[src/rtl/batch_spi_pkg.sv]
`default_nettype none
// batch_spi_pkg: shared FSM state type and counter-width helper for batch_spi_sender.
package batch_spi_pkg;

  typedef enum logic [1:0] {
    IDLE  = 2'd0,
    SETUP = 2'd1,
    SHIFT = 2'd2,
    GAP   = 2'd3
  } state_e;

  // Width of a counter that runs 0..n-1 (never narrower than one bit)
  function automatic int cnt_w(input int n);
    return (n <= 2) ? 1 : $clog2(n);
  endfunction

endpackage
`default_nettype wire

[src/rtl/batch_spi_sender_clk_div.sv]
`default_nettype none
// spi_clk_div: CLK_DIV-cycle phase counter; rise_o ends a low phase, fall_o ends a high phase.
module spi_clk_div
  import batch_spi_pkg::*;
#(
  parameter int CLK_DIV = 2
) (
  input  logic clk_i,
  input  logic rst_n_i,
  input  logic en_i,
  output logic rise_o,
  output logic fall_o
);
  localparam int CW = cnt_w(CLK_DIV);
  localparam logic [CW-1:0] CNT_LAST = CW'(CLK_DIV - 1);

  logic [CW-1:0] cnt_q;
  logic          phase_q;
  logic          tick;

  assign tick   = en_i && (cnt_q == CNT_LAST);
  assign rise_o = tick & ~phase_q;
  assign fall_o = tick & phase_q;

  // Phase restarts low whenever disabled, so every frame begins with a low phase.
  always_ff @(posedge clk_i or negedge rst_n_i) begin
    if (!rst_n_i) begin
      cnt_q   <= '0;
      phase_q <= 1'b0;
    end else if (!en_i) begin
      cnt_q   <= '0;
      phase_q <= 1'b0;
    end else if (tick) begin
      cnt_q   <= '0;
      phase_q <= ~phase_q;
    end else begin
      cnt_q   <= cnt_q + CW'(1);
    end
  end

endmodule
`default_nettype wire

[src/rtl/batch_spi_sender.sv]
`default_nettype none
// batch_spi_sender: sends BATCH_SIZE-byte batches as mode-0 SPI frames, byte 0 first, MSB first.
// Define BATCH_SPI_PENDING_EN for a one-deep pending batch buffer.
module batch_spi_sender
  import batch_spi_pkg::*;
#(
  parameter int BATCH_SIZE = 8,
  parameter int CLK_DIV    = 2,
  parameter int CS_GAP     = 4
) (
  input  logic                    I_rgb_clk,
  input  logic                    I_rst_n,
  input  logic                    I_batch_ready,
  input  logic [8*BATCH_SIZE-1:0] I_batch_color,
  input  logic                    I_overflow_clr,
  output logic                    O_spi_sclk,
  output logic                    O_spi_mosi,
  output logic                    O_spi_cs_n,
  output logic                    O_busy,
  output logic                    O_overflow
);
  localparam int NBITS = 8 * BATCH_SIZE;
  localparam int BW    = cnt_w(NBITS + 1);
  localparam int GW    = cnt_w(CS_GAP);
  localparam logic [BW-1:0] BITS_DONE = BW'(NBITS);
  localparam logic [GW-1:0] GAP_LAST  = GW'(CS_GAP - 1);

  state_e           state_q, state_d;
  logic [NBITS-1:0] sr_q, sr_d, color_rev, load_val;
  logic [BW-1:0]    bit_q, bit_d;
  logic [GW-1:0]    gap_q, gap_d;
  logic             sclk_q, sclk_d, mosi_q, mosi_d, cs_n_q, cs_n_d, ovf_q, ovf_d;
  logic             load, load_new, ovf_evt, div_en, rise, fall;

`ifdef BATCH_SPI_PENDING_EN
  logic [NBITS-1:0] pend_q, pend_d;
  logic             pend_v_q, pend_v_d;
`endif

  // Byte 0 is placed at the top so the shifter always sends from the MSB.
  for (genvar k = 0; k < BATCH_SIZE; k++) begin : g_rev
    assign color_rev[NBITS-1-8*k -: 8] = I_batch_color[8*k +: 8];
  end

  assign div_en = (state_q == SETUP) || (state_q == SHIFT);

  spi_clk_div #(.CLK_DIV(CLK_DIV)) u_clk_div (
    .clk_i   (I_rgb_clk),
    .rst_n_i (I_rst_n),
    .en_i    (div_en),
    .rise_o  (rise),
    .fall_o  (fall)
  );

  always_comb begin
    state_d  = state_q;
    sr_d     = sr_q;
    bit_d    = bit_q;
    gap_d    = gap_q;
    sclk_d   = sclk_q;
    mosi_d   = mosi_q;
    cs_n_d   = cs_n_q;
    load     = 1'b0;
    load_new = 1'b0;
    load_val = color_rev;
    ovf_evt  = 1'b0;
`ifdef BATCH_SPI_PENDING_EN
    pend_d   = pend_q;
    pend_v_d = pend_v_q;
`endif
    case (state_q)
      IDLE: begin
        if (I_batch_ready) begin
          load     = 1'b1;
          load_new = 1'b1;
        end
      end
      SETUP: begin
        if (rise) begin
          state_d = SHIFT;
          sclk_d  = 1'b1;
        end
      end
      SHIFT: begin
        if (fall) begin
          sclk_d = 1'b0;
          sr_d   = sr_q << 1;
          mosi_d = sr_q[NBITS-2];
          bit_d  = bit_q + BW'(1);
        end else if (rise) begin
          // bit_q counts completed high phases; the frame ends after the last low phase
          if (bit_q == BITS_DONE) begin
            state_d = GAP;
            cs_n_d  = 1'b1;
            mosi_d  = 1'b0;
            gap_d   = '0;
          end else begin
            sclk_d  = 1'b1;
          end
        end
      end
      GAP: begin
        if (gap_q == GAP_LAST) begin
`ifdef BATCH_SPI_PENDING_EN
          if (pend_v_q) begin
            load     = 1'b1;
            load_val = pend_q;
            pend_v_d = 1'b0;
          end else if (I_batch_ready) begin
            load     = 1'b1;
            load_new = 1'b1;
          end else begin
            state_d  = IDLE;
          end
`else
          state_d = IDLE;
`endif
        end else begin
          gap_d = gap_q + GW'(1);
        end
      end
      default: state_d = IDLE;
    endcase

    if (load) begin
      state_d = SETUP;
      sr_d    = load_val;
      mosi_d  = load_val[NBITS-1];
      cs_n_d  = 1'b0;
      sclk_d  = 1'b0;
      bit_d   = '0;
    end

    if (I_batch_ready && !load_new && (state_q != IDLE)) begin
`ifdef BATCH_SPI_PENDING_EN
      if (pend_v_q) begin
        ovf_evt = 1'b1;
      end else begin
        pend_d   = color_rev;
        pend_v_d = 1'b1;
      end
`else
      ovf_evt = 1'b1;
`endif
    end

    ovf_d = ovf_evt | (ovf_q & ~I_overflow_clr);
  end

  always_ff @(posedge I_rgb_clk or negedge I_rst_n) begin
    if (!I_rst_n) begin
      state_q <= IDLE;
      sr_q    <= '0;
      bit_q   <= '0;
      gap_q   <= '0;
      sclk_q  <= 1'b0;
      mosi_q  <= 1'b0;
      cs_n_q  <= 1'b1;
      ovf_q   <= 1'b0;
    end else begin
      state_q <= state_d;
      sr_q    <= sr_d;
      bit_q   <= bit_d;
      gap_q   <= gap_d;
      sclk_q  <= sclk_d;
      mosi_q  <= mosi_d;
      cs_n_q  <= cs_n_d;
      ovf_q   <= ovf_d;
    end
  end

`ifdef BATCH_SPI_PENDING_EN
  always_ff @(posedge I_rgb_clk or negedge I_rst_n) begin
    if (!I_rst_n) begin
      pend_q   <= '0;
      pend_v_q <= 1'b0;
    end else begin
      pend_q   <= pend_d;
      pend_v_q <= pend_v_d;
    end
  end
`endif

  assign O_spi_sclk = sclk_q;
  assign O_spi_mosi = mosi_q;
  assign O_spi_cs_n = cs_n_q;
  assign O_busy     = (state_q != IDLE);
  assign O_overflow = ovf_q;

endmodule
`default_nettype wire

[config.mk]
export PLATFORM = sky130hd
export DESIGN_NAME = batch_spi_sender
export DESIGN_NICKNAME = d
export VERILOG_FILES = /design/src/rtl/batch_spi_pkg.sv /design/src/rtl/batch_spi_sender_clk_div.sv /design/src/rtl/batch_spi_sender.sv
export SDC_FILE = /design/constraint.sdc
export NUM_CORES = 1
export LEC_CHECK = 0
export ABC_AREA = 1
export ABC_CLOCK_PERIOD_IN_PS = 2180
export CELL_PAD_IN_SITES_DETAIL_PLACEMENT = 0
export CELL_PAD_IN_SITES_GLOBAL_PLACEMENT = 1
export CORE_ASPECT_RATIO = 1.4
export CORE_MARGIN = 2
export CORE_UTILIZATION = 39
export CTS_CLUSTER_SIZE = 28
export DETAILED_ROUTE_END_ITERATION = 8
export HOLD_SLACK_MARGIN = 0.02
export PLACE_DENSITY_LB_ADDON = 0.1
export SYNTH_ARGS = -nofsm -noshare
export SYNTH_HDL_FRONTEND = slang
export SYNTH_SLANG_ARGS = --single-unit
[constraint.sdc]
create_clock -name I_rgb_clk -period 2.18 [get_ports I_rgb_clk]
set_clock_uncertainty 0.1 [all_clocks]
set_input_delay 0.436 -clock I_rgb_clk [delete_from_list [all_inputs] [get_ports I_rgb_clk]]
set_output_delay 0.436 -clock I_rgb_clk [all_outputs]
set_load 0.01 [all_outputs]
==> run metrics, run 1 <==
final setup vio count 0; CTS tree built; first-pass GRT wire length 15.0 mm; clock-pin slew on the worst setup and hold paths 0.06 ns; top-count cell post-synth nand2_1; pin count of the biggest net entering global routing 56; metal3 WL 271 um; metal1 wirelength 3.85 mm; kind of critical path register to register; total congestion overflow 0; RSZ-0062 raised after global routing false; All-Layer GR Usage 0.191; power density over the cells 1280 nW/um2; wire length on met2 4.86 mm; worst skew pair latency 0.33 ns; H-tree Lvls 3; largest family of logic cells by synthesized area compound AO/OA/AOI/OAI gates; Hold EP O_spi_cs_n; antenna cells 0; WP data required 2.33 ns; Simple-Gate Fraction of Synth Area 0.168; First-pass DRT Iterations 4; Remaining DRCs 0; Clk Tree Root Cell clkbuf_16; final hold slack approximately 0.36 ns; net count after synthesis ~480; Slew headroom 0.633; post-synth top area share 0.529; fin cells 594; Slew @ Worst Pin 0.550 ns; TritonCTS Buffers 9; IO Count 73; area share of xor/xnor cells in the synthesized design 0.00703; IO Port Bufs 72; WP data arrival 2.08 ns; WL final approximately 9.1 mm; hold_sp O_spi_cs_n; syn avg cell area 9.27 um2; reg2reg path depth 8; Synth Area in Adders 0.0268; Max clock buf depth 2; Crit Path Max Fanout 29; max_cap viols 0; Fin Setup TNS 0 ns; Final Hold Viols 0; final core occ 0.519; FF+latch count, synth 80; ys async rst share 1.00; wire length per cell 15.4 um; vias in the first global route about 3,100; Post-synth EDFFs 0; CP Capture Type register; Final GP Congestion 0.773; Worst setup SP type register; FMAX roughly 0.52 GHz; clock sink count 80; top layer in use met4; Synth Area in Compound Gates 0.174; P&R area growth vs syn 30.7%; VDD IR max 0.000536 V; Slew Limit Fails 0; die height 120 um; min Tclk post-route 1.94 ns; DRT antenna net count 0; share of layout cells above drive strength 1 0.0806; synth top area cells dfrtp_1 (53%), nand2_1 (11%), a22oi_1 (5.6%); die area between 10,000 and 15,000 um2; status finished clean; DR iter-0 viols between 100 and 150; most instantiated cells after synthesis nand2_1 (107), dfrtp_1 (79), inv_1 (44); core area 9410 um2; r2r setup slk ~0.24 ns; Leakage 0.00224 uW; Mapped Cells 403; Rows 42; Post-synth top flop dfrtp_1; DP HPWL 6.30 mm; HP Class register to register; Netlist cell types 32; DR vias/cell approximately 5; Synth area leader dfrtp_1; Chip Width 86.7 um; via count 3,047; DP Cell Count 575; nets ~560; mux contribution to synthesized area 0; antenna violations before repair 0; register area share after synthesis 0.536; Crit Reg-Reg Startpoint state_q[0]; Total Power between 6000 and 7000 uW; Worst R2R End sr_q[57]; period utilization 0.888; Syn Std Cell Area 3740 um2; Hold Path Depth 2; Initial Util 0.397; Ys Warns 0
## critical path, cell delays in order, from the launching register on
cell and delay [ns]:
dfrtp_1 0.35, inv_1 0.07, ha_1 0.33, nand2_1 0.10, nor2_4 0.13, nand3_4 0.09, inv_2 0.43, nand2_1 0.13
o211ai_1 0.11
## per-stage QoR
stage	cell area (um2)	setup WS (ns)
2_1_floorplan	3740	0.541
3_3_place_gp	4550	0.128
3_5_place_dp	4550	0.116
4_1_cts	4880	0.0416
5_1_grt	4880	0.0489
6_report	4880	0.244
## area by class of cell
cell class / instances / area [um2]
inverter: 48 / 183
clock inverter: 3 / 40.0
fill: 905 / 4520
clock buffer: 13 / 260
tap: 110 / 138
sequential: 80 / 2000
timing repair buffer: 86 / 853
multi-input combinational: 254 / 1410
## routing by layer
metal	GRT usage	vias to the layer above
met3	0.0426	9
met2	0.333	50
met1	0.229	1479
li1	-	1509
met5	0	-
met4	0.0645	0
## flip-flops by register name, indices dropped and copies added (netlist names)
signal             count
u_clk_div.phase_q      1
gap_q                  2
state_q                2
O_spi_mosi             1
O_spi_cs_n             1
u_clk_div.cnt_q        1
O_overflow             1
sr_q                  63
O_spi_sclk             1
bit_q                  7
## cells in the final DEF (no fill, tap or decap), types with 3 or more instances in the layout
cell type / synthesis / final
a21oi_1: 4 / 4
a22oi_1: 28 / 28
a31oi_1: 3 / 3
buf_4: 4 / 12
clkbuf_16: 0 / 9
clkdlybuf4s50_1: 0 / 70
dfrtp_1: 79 / 79
ha_1: 8 / 8
inv_1: 44 / 44
inv_2: 3 / 3
nand2_1: 107 / 107
nand2_2: 3 / 3
nand3_1: 17 / 17
nor2_1: 17 / 17
o211ai_1: 14 / 14
o21ai_0: 7 / 7
o21ai_1: 14 / 14
o221ai_1: 16 / 16
o22ai_1: 3 / 3
## worst max path at each step
| stage | startpoint | endpoint | cells past startpoint |
|---|---|---|---|
| floorplan | state_q[0] | sr_q[54] | 8 |
| global placement | I_batch_ready | sr_q[29] | 6 |
| detailed placement | I_batch_ready | sr_q[29] | 6 |
| CTS | state_q[0] | O_busy | 4 |
| global route | state_q[0] | sr_q[18] | 8 |
| finish | state_q[0] | sr_q[57] | 8 |
## power breakdown
part / internal, uW / leakage (uW) / switching (uW)
clock: 946 / 0.000150 / 564
combinational: 971 / 0.00114 / 1260
sequential: 2180 / 0.000949 / 306
## what timing repair did
item | 4_1_cts | 5_1_grt
cloned | 0 | 0
resized for setup | 0 | 1
endpoints found under the hold margin | 31 | 0
hold buffers | 1 | 0
buffers inserted | 2 | 0
endpoints found under the setup margin | 1 | 1
## logic make-up after synthesis
logic type                 count (synthesis)
AOI/OAI and AO/OA                         93
DFF                                       80
and+or+nand+nor                          150
buffers and inverters                     69
adders and majority gates                  8
xor gates and xnor gates                   3
No activity file was read; power rests on OpenSTA's default activity.
==> run 2, diff against run 1 <==
--- a/config.mk
+++ b/config.mk
@@ -14,6 +14,7 @@
 export CORE_UTILIZATION = 39
 export CTS_CLUSTER_SIZE = 28
 export DETAILED_ROUTE_END_ITERATION = 8
+export GPL_TIMING_DRIVEN = 0
 export HOLD_SLACK_MARGIN = 0.02
 export PLACE_DENSITY_LB_ADDON = 0.1
 export SYNTH_ARGS = -nofsm -noshare
==> run metrics, run 2 (synthesized netlist as in run 1, its figures left out) <==
status finished clean; internal power 4020 uW (-2.0%); total congestion overflow 0 (unchanged); H-tree Lvls 3 (unchanged); All-Layer GR Usage 0.204 (+0.0132); CTS tree built; Largest regs sr_q: 63 flops, bit_q: 7 flops; Cell Chain, Critical Path inv_1 -> ha_1 -> inv_1 -> clkdlybuf4s50_1; Crit Reg-Reg Startpoint state_q[0]; # fillers 882 (-2.5%); final core occ 0.522 (+0.00319); Worst setup SP type register; Crit Path Max Fanout 3 (-90%); worst skew pair latency 0.34 ns (about the same); DR iter-0 viols 145 (+29%); First-pass DRT Iterations 4 (unchanged); die area 10,400 um2 (unchanged); reg2reg path depth 7 (-1); most frequent CP cell inv_1; power density over the cells 1260 nW/um2 (-1.1%); core area 9410 um2 (unchanged); FMAX 0.473 GHz (-8.4%); Slew @ Worst Pin 0.583 ns (+0.0337 ns); worst setup path start state_q[0]; Multi-input gate area 1410 um2 (unchanged); DRT antenna net count 0 (unchanged); worst path bufs/invs 3 (+1); WP data arrival 1.58 ns (-0.50 ns); die height 120 um (unchanged); Final Hold Viols 0 (unchanged); WP data required 1.64 ns (-0.69 ns); pin count of the biggest net entering global routing 55 (-1.8%); min Tclk post-route 2.11 ns (+0.177 ns); Sequential Power Share 0.403 (+0.003); Rows 42 (unchanged); Crit path max-delay family buffers and inverters; nets 566 (+2.0%); Max clock buf depth 2 (unchanged); final setup vio count 0 (unchanged); CP Capture Type output pin; wire length per cell 16.1 um (+4.9%); Worst path max stage delay 0.53 ns (+0.10 ns); IO Count 73 (unchanged); Remaining DRCs 0 (unchanged); most frequent cells in the layout nand2_1 (107), dfrtp_1 (79), clkdlybuf4s50_1 (71); commonest non-fill, non-tap cell in the layout nand2_1; VDD IR max 0.000583 V (+8.8%); critical path depth 4 (-4); Leakage 0.00226 uW (+0.93%); HP Class register to register; CTS resizes 0 (unchanged); Fin Setup TNS 0 ns (unchanged); IO Port Bufs 72 (unchanged); Initial Util 0.397 (unchanged); DR vias/cell 5.14 (+0.15%); clock sink count 80 (unchanged); TritonCTS Buffers 9 (unchanged); Worst R2R End sr_q[4]; largest reg by FF count sr_q; period utilization 0.969 (+0.0812); max_cap viols 0 (unchanged); Chip Width 86.7 um (unchanged); Sw Ratio 0.352 (+0.00995); combinational power share 0.373 (+0.015); r2r setup slk 0.31 ns (+0.07 ns); CP max-delay cell clkdlybuf4s50_1; antenna cells 0 (unchanged); DP HPWL 7.06 mm (+12%); max FFs per register 63 (unchanged); Total Power 6200 uW (-0.51%); WL final 9.73 mm (+6.6%); via count 3,103 (+1.8%); clock-pin slew on the worst setup and hold paths 0.06 ns (about the same); vias in the first global route 3,223 (+2.5%); Worst setup endpoint O_busy; P_sw 2180 uW (+2.4%); share of layout cells above drive strength 1 0.0931 (+0.0125); Slew headroom 0.611 (-0.0220); Clk pwr share 0.224 (-0.018); Slew Limit Fails 0 (unchanged); antenna violations before repair 0 (unchanged); RSZ-0062 raised after global routing false; first-pass GRT wire length 15.9 mm (+5.8%); Clk Tree Root Cell clkbuf_16; register area 2000 um2 (unchanged); Final GP Congestion 0.823 (+6.4%); kind of critical path register to output pin; P&R area growth vs syn 31.5%
run 2: cell types whose count changed in the layout (fill, tap and decap cells not counted), sizes merged:
cell | before | now
bufinv | 1 | 0
clkinv | 2 | 0
buf | 14 | 24
clkbuf | 13 | 16
dlymetal6s2s | 1 | 0
clkdlybuf4s50 | 70 | 71
run 2: final cells by class:
class / instances / share of cell area
plain buffers: 21 / 0.0295
clock buffers: 15 / 0.0545
inverters: 48 / 0.0372
multi-input cells: 254 / 0.286
flip-flops and latches: 80 / 0.408
well taps: 110 / 0.0280
repair buffers: 76 / 0.157
run 2: stage by stage:
step	hold WS, ns	cells	area [um2]	setup WS, ns
after floorplan	0.0404	403	3740	0.541
after global placement	0.360	585	4590	-2.43
after detailed placement	0.284	586	4620	0.0449
after CTS	0.371	604	4910	0.0469
after global routing	0.392	604	4910	0.00128
final	0.372	604	4910	0.0673
run 2: worst min-delay path by stage:
stage	start	endpoint	slack, ns	depth (start not counted)
2_1_floorplan	I_rst_n	O_overflow	0.04	0
3_3_place_gp	O_spi_cs_n	O_spi_cs_n	0.36	2
3_5_place_dp	I_rst_n	gap_q[0]	0.28	1
4_1_cts	sr_q[54]	sr_q[55]	0.37	2
5_1_grt	sr_q[46]	sr_q[47]	0.39	2
6_report	sr_q[54]	sr_q[55]	0.37	2
run 2: metal layers:
metal	share of wire	track usage
met3	0.036	0.0454
met4	0.0094	0.0645
met5	0	0
met1	0.43	0.253
met2	0.53	0.350
run 2: worst min-delay path, stage by stage, from the launching register on:
cell	delay [ns]
dfrtp_1	0.34
nand2_1	0.05
nand2_1	0.05
run 2: power groups by stage:
| stage | clock network [uW] | registers (uW) | logic (uW) |
|---|---|---|---|
| 3_3_place_gp | 0 | 2520 | 2250 |
| 4_1_cts | 1410 | 2500 | 2360 |
| 3_5_place_dp | 0 | 2530 | 2310 |
| 2_1_floorplan | 0 | 2450 | 1620 |
| 6_report | 1390 | 2500 | 2310 |
| 5_1_grt | 1480 | 2570 | 2640 |
run 2: timing repair:
item,in CTS,in global routing
hold buffers,1,0
endpoints found under the setup margin,1,0
hold endpoints to repair,26,0
buffers inserted,2,0
==> run 3, diff against run 2 <==
--- a/config.mk
+++ b/config.mk
@@ -6,7 +6,7 @@
 export NUM_CORES = 1
 export LEC_CHECK = 0
 export ABC_AREA = 1
-export ABC_CLOCK_PERIOD_IN_PS = 2180
+export ABC_CLOCK_PERIOD_IN_PS = 2400
 export CELL_PAD_IN_SITES_DETAIL_PLACEMENT = 0
 export CELL_PAD_IN_SITES_GLOBAL_PLACEMENT = 1
 export CORE_ASPECT_RATIO = 1.4
==> constraint.sdc (replaced) <==
create_clock -name I_rgb_clk -period 2.4 [get_ports I_rgb_clk]
set_clock_uncertainty 0.1 [all_clocks]
set_input_delay 0.48 -clock I_rgb_clk [delete_from_list [all_inputs] [get_ports I_rgb_clk]]
set_output_delay 0.48 -clock I_rgb_clk [all_outputs]
set_load 0.01 [all_outputs]
==> run metrics, run 3 (synthesized netlist as in run 1, its figures left out) <==
top layer in use met4; DP Cell Count 586 (unchanged); die area 10,400 um2 (unchanged); r2r setup slk 0.47 ns (+0.16 ns); wire length on met2 5.16 mm (+0.76%); All-Layer GR Usage 0.204 (about the same); wire length per cell 16.2 um (+0.33%); period utilization 0.931; max_cap viols 0 (unchanged); IO Port Bufs 72 (unchanged); Worst path max stage delay 0.53 ns (about the same); CTS resizes 0 (unchanged); DRT antenna net count 0 (unchanged); worst skew pair latency 0.33 ns (about the same); Remaining DRCs 0 (unchanged); total congestion overflow 0 (unchanged); share of layout cells above drive strength 1 0.0894 (-0.00369); VDD IR max 0.000530 V (-9.1%); CP Capture Type output pin; metal1 wirelength 4.13 mm (-0.84%); Final GP Congestion 0.823 (unchanged); FMAX 0.448 GHz; max FFs per register 63 (unchanged); Worst setup SP type register; WL final 9.73 mm (unchanged); final setup vio count 0 (unchanged); via count 3,103 (unchanged); Cell Chain, Critical Path inv_1 -> ha_1 -> inv_1 -> clkdlybuf4s50_1; min Tclk post-route 2.23 ns; antenna violations before repair 0 (unchanged); Sequential Power Share 0.407 (+0.004); pin count of the biggest net entering global routing 55 (unchanged); fin cells 602 (-0.33%); Fin Setup TNS 0 ns (unchanged); vias in the first global route 3,209 (-0.43%); Clk pwr share 0.224 (about the same); DP HPWL 7.06 mm (unchanged); Leakage 0.00225 uW (-0.44%); P&R area growth vs syn 31.1%; status finished clean; CTS tree built; most frequent CP cell inv_1; Crit path max-delay family buffers and inverters; antenna cells 0 (unchanged); RSZ-0062 raised after global routing false; HP Class register to register; Chip Width 86.7 um (unchanged); WP data required 1.82 ns (+0.18 ns); largest reg by FF count sr_q; die height 120 um (unchanged); kind of critical path register to output pin; worst setup margin 0.167 ns (+0.0993 ns); CP max-delay cell clkdlybuf4s50_1; worst path bufs/invs 3 (unchanged); core area 9410 um2 (unchanged); DR vias/cell 5.15 (+0.33%); WP data arrival 1.65 ns (+0.07 ns); Slew headroom 0.609 (-0.00226); clock-pin slew on the worst setup and hold paths 0.06 ns (about the same); clock sink count 80 (unchanged); P_sw 1970 uW (-9.5%); DR iter-0 viols 136 (-6.2%); Slew @ Worst Pin 0.587 ns (+0.00339 ns); internal power 3630 uW (-9.7%); Final Hold Viols 0 (unchanged); Slew Limit Fails 0 (unchanged); H-tree Lvls 3 (unchanged); combinational power share 0.369 (-0.004); Largest regs sr_q: 63 flops, bit_q: 7 flops; first-pass GRT wire length 15.9 mm (-0.13%); pre-CTS setup slack 0.221 ns (+0.176 ns); TritonCTS Buffers 9 (unchanged); nets 564 (-0.35%); metal3 WL 342 um (-2.0%); power density over the cells 1140 nW/um2 (-9.3%); Max clock buf depth 2 (unchanged); First-pass DRT Iterations 4 (unchanged); most frequent cells in the layout nand2_1 (107), dfrtp_1 (79), clkdlybuf4s50_1 (71); Sw Ratio 0.352 (+0.000357); Initial Util 0.397 (unchanged); commonest non-fill, non-tap cell in the layout nand2_1; Crit Path Max Fanout 4 (+1); Clk Tree Root Cell clkbuf_16; IO Count 73 (unchanged); Rows 42 (unchanged)
-- run 3: changes by cell type in the layout (fill, tap and decap cells not counted) --
cell,previous run,this run
buf_4,7,5
-- run 3: timing repair --
item	in CTS	in global routing
hold buffers	1	0
setup buffers	0	0
hold endpoints to repair	26	0
-- run 3: final cells by class --
class / count / area [um2]
Buffer: 21 / 145
Clock buffer: 15 / 268
Fill cell: 881 / 4510
Inverter: 48 / 183
Multi-Input combinational cell: 254 / 1410
Sequential cell: 80 / 2000
Tap cell: 110 / 138
Timing Repair Buffer: 74 / 756
-- run 3: stage by stage --
stage	area, um2	hold slack [ns]	total power, uW	utilization
2_1_floorplan	3740	0.0844	3700	-
3_3_place_gp	4590	0.360	4340	0.488
3_5_place_dp	4620	0.328	4400	0.491
4_1_cts	4900	0.371	5670	0.521
5_1_grt	4900	0.392	6060	0.521
6_report	4900	0.375	5600	0.521
-- run 3: power groups by stage --
stage | Sequential (uW) | Clock (uW) | Combinational [uW]
after CTS | 2280 | 1280 | 2110
after global routing | 2350 | 1350 | 2370
after floorplan | 2220 | 0 | 1470
after detailed placement | 2300 | 0 | 2100
after global placement | 2290 | 0 | 2040
final | 2280 | 1260 | 2070
-- run 3: worst reg2reg max path, cell delays in order (launching register included) --
cell	delay, ns
dfrtp_1	0.40
inv_1	0.10
ha_1	0.35
nand2_1	0.10
nor2_4	0.14
nand3_4	0.14
inv_2	0.09
buf_2	0.25
nand2_1	0.08
o211ai_1	0.09
-- run 3: layer usage --
layer / vias to the layer above / global-route usage
met5: - / 0
met1: 1509 / 0.253
li1: 1526 / -
met2: 63 / 0.350
met4: 0 / 0.0645
met3: 5 / 0.0454
-- run 3: worst paths after layout --
kind,start,endpoint,cells after the start
setup / recovery,state_q[0],O_busy,4
setup reg to reg,state_q[0],sr_q[5],9
max in group asynchronous,I_rst_n,O_spi_cs_n,3
hold reg to reg,O_spi_cs_n,O_spi_cs_n,2
hold / removal,O_spi_cs_n,O_spi_cs_n,2
min in group asynchronous,I_rst_n,sr_q[12],2
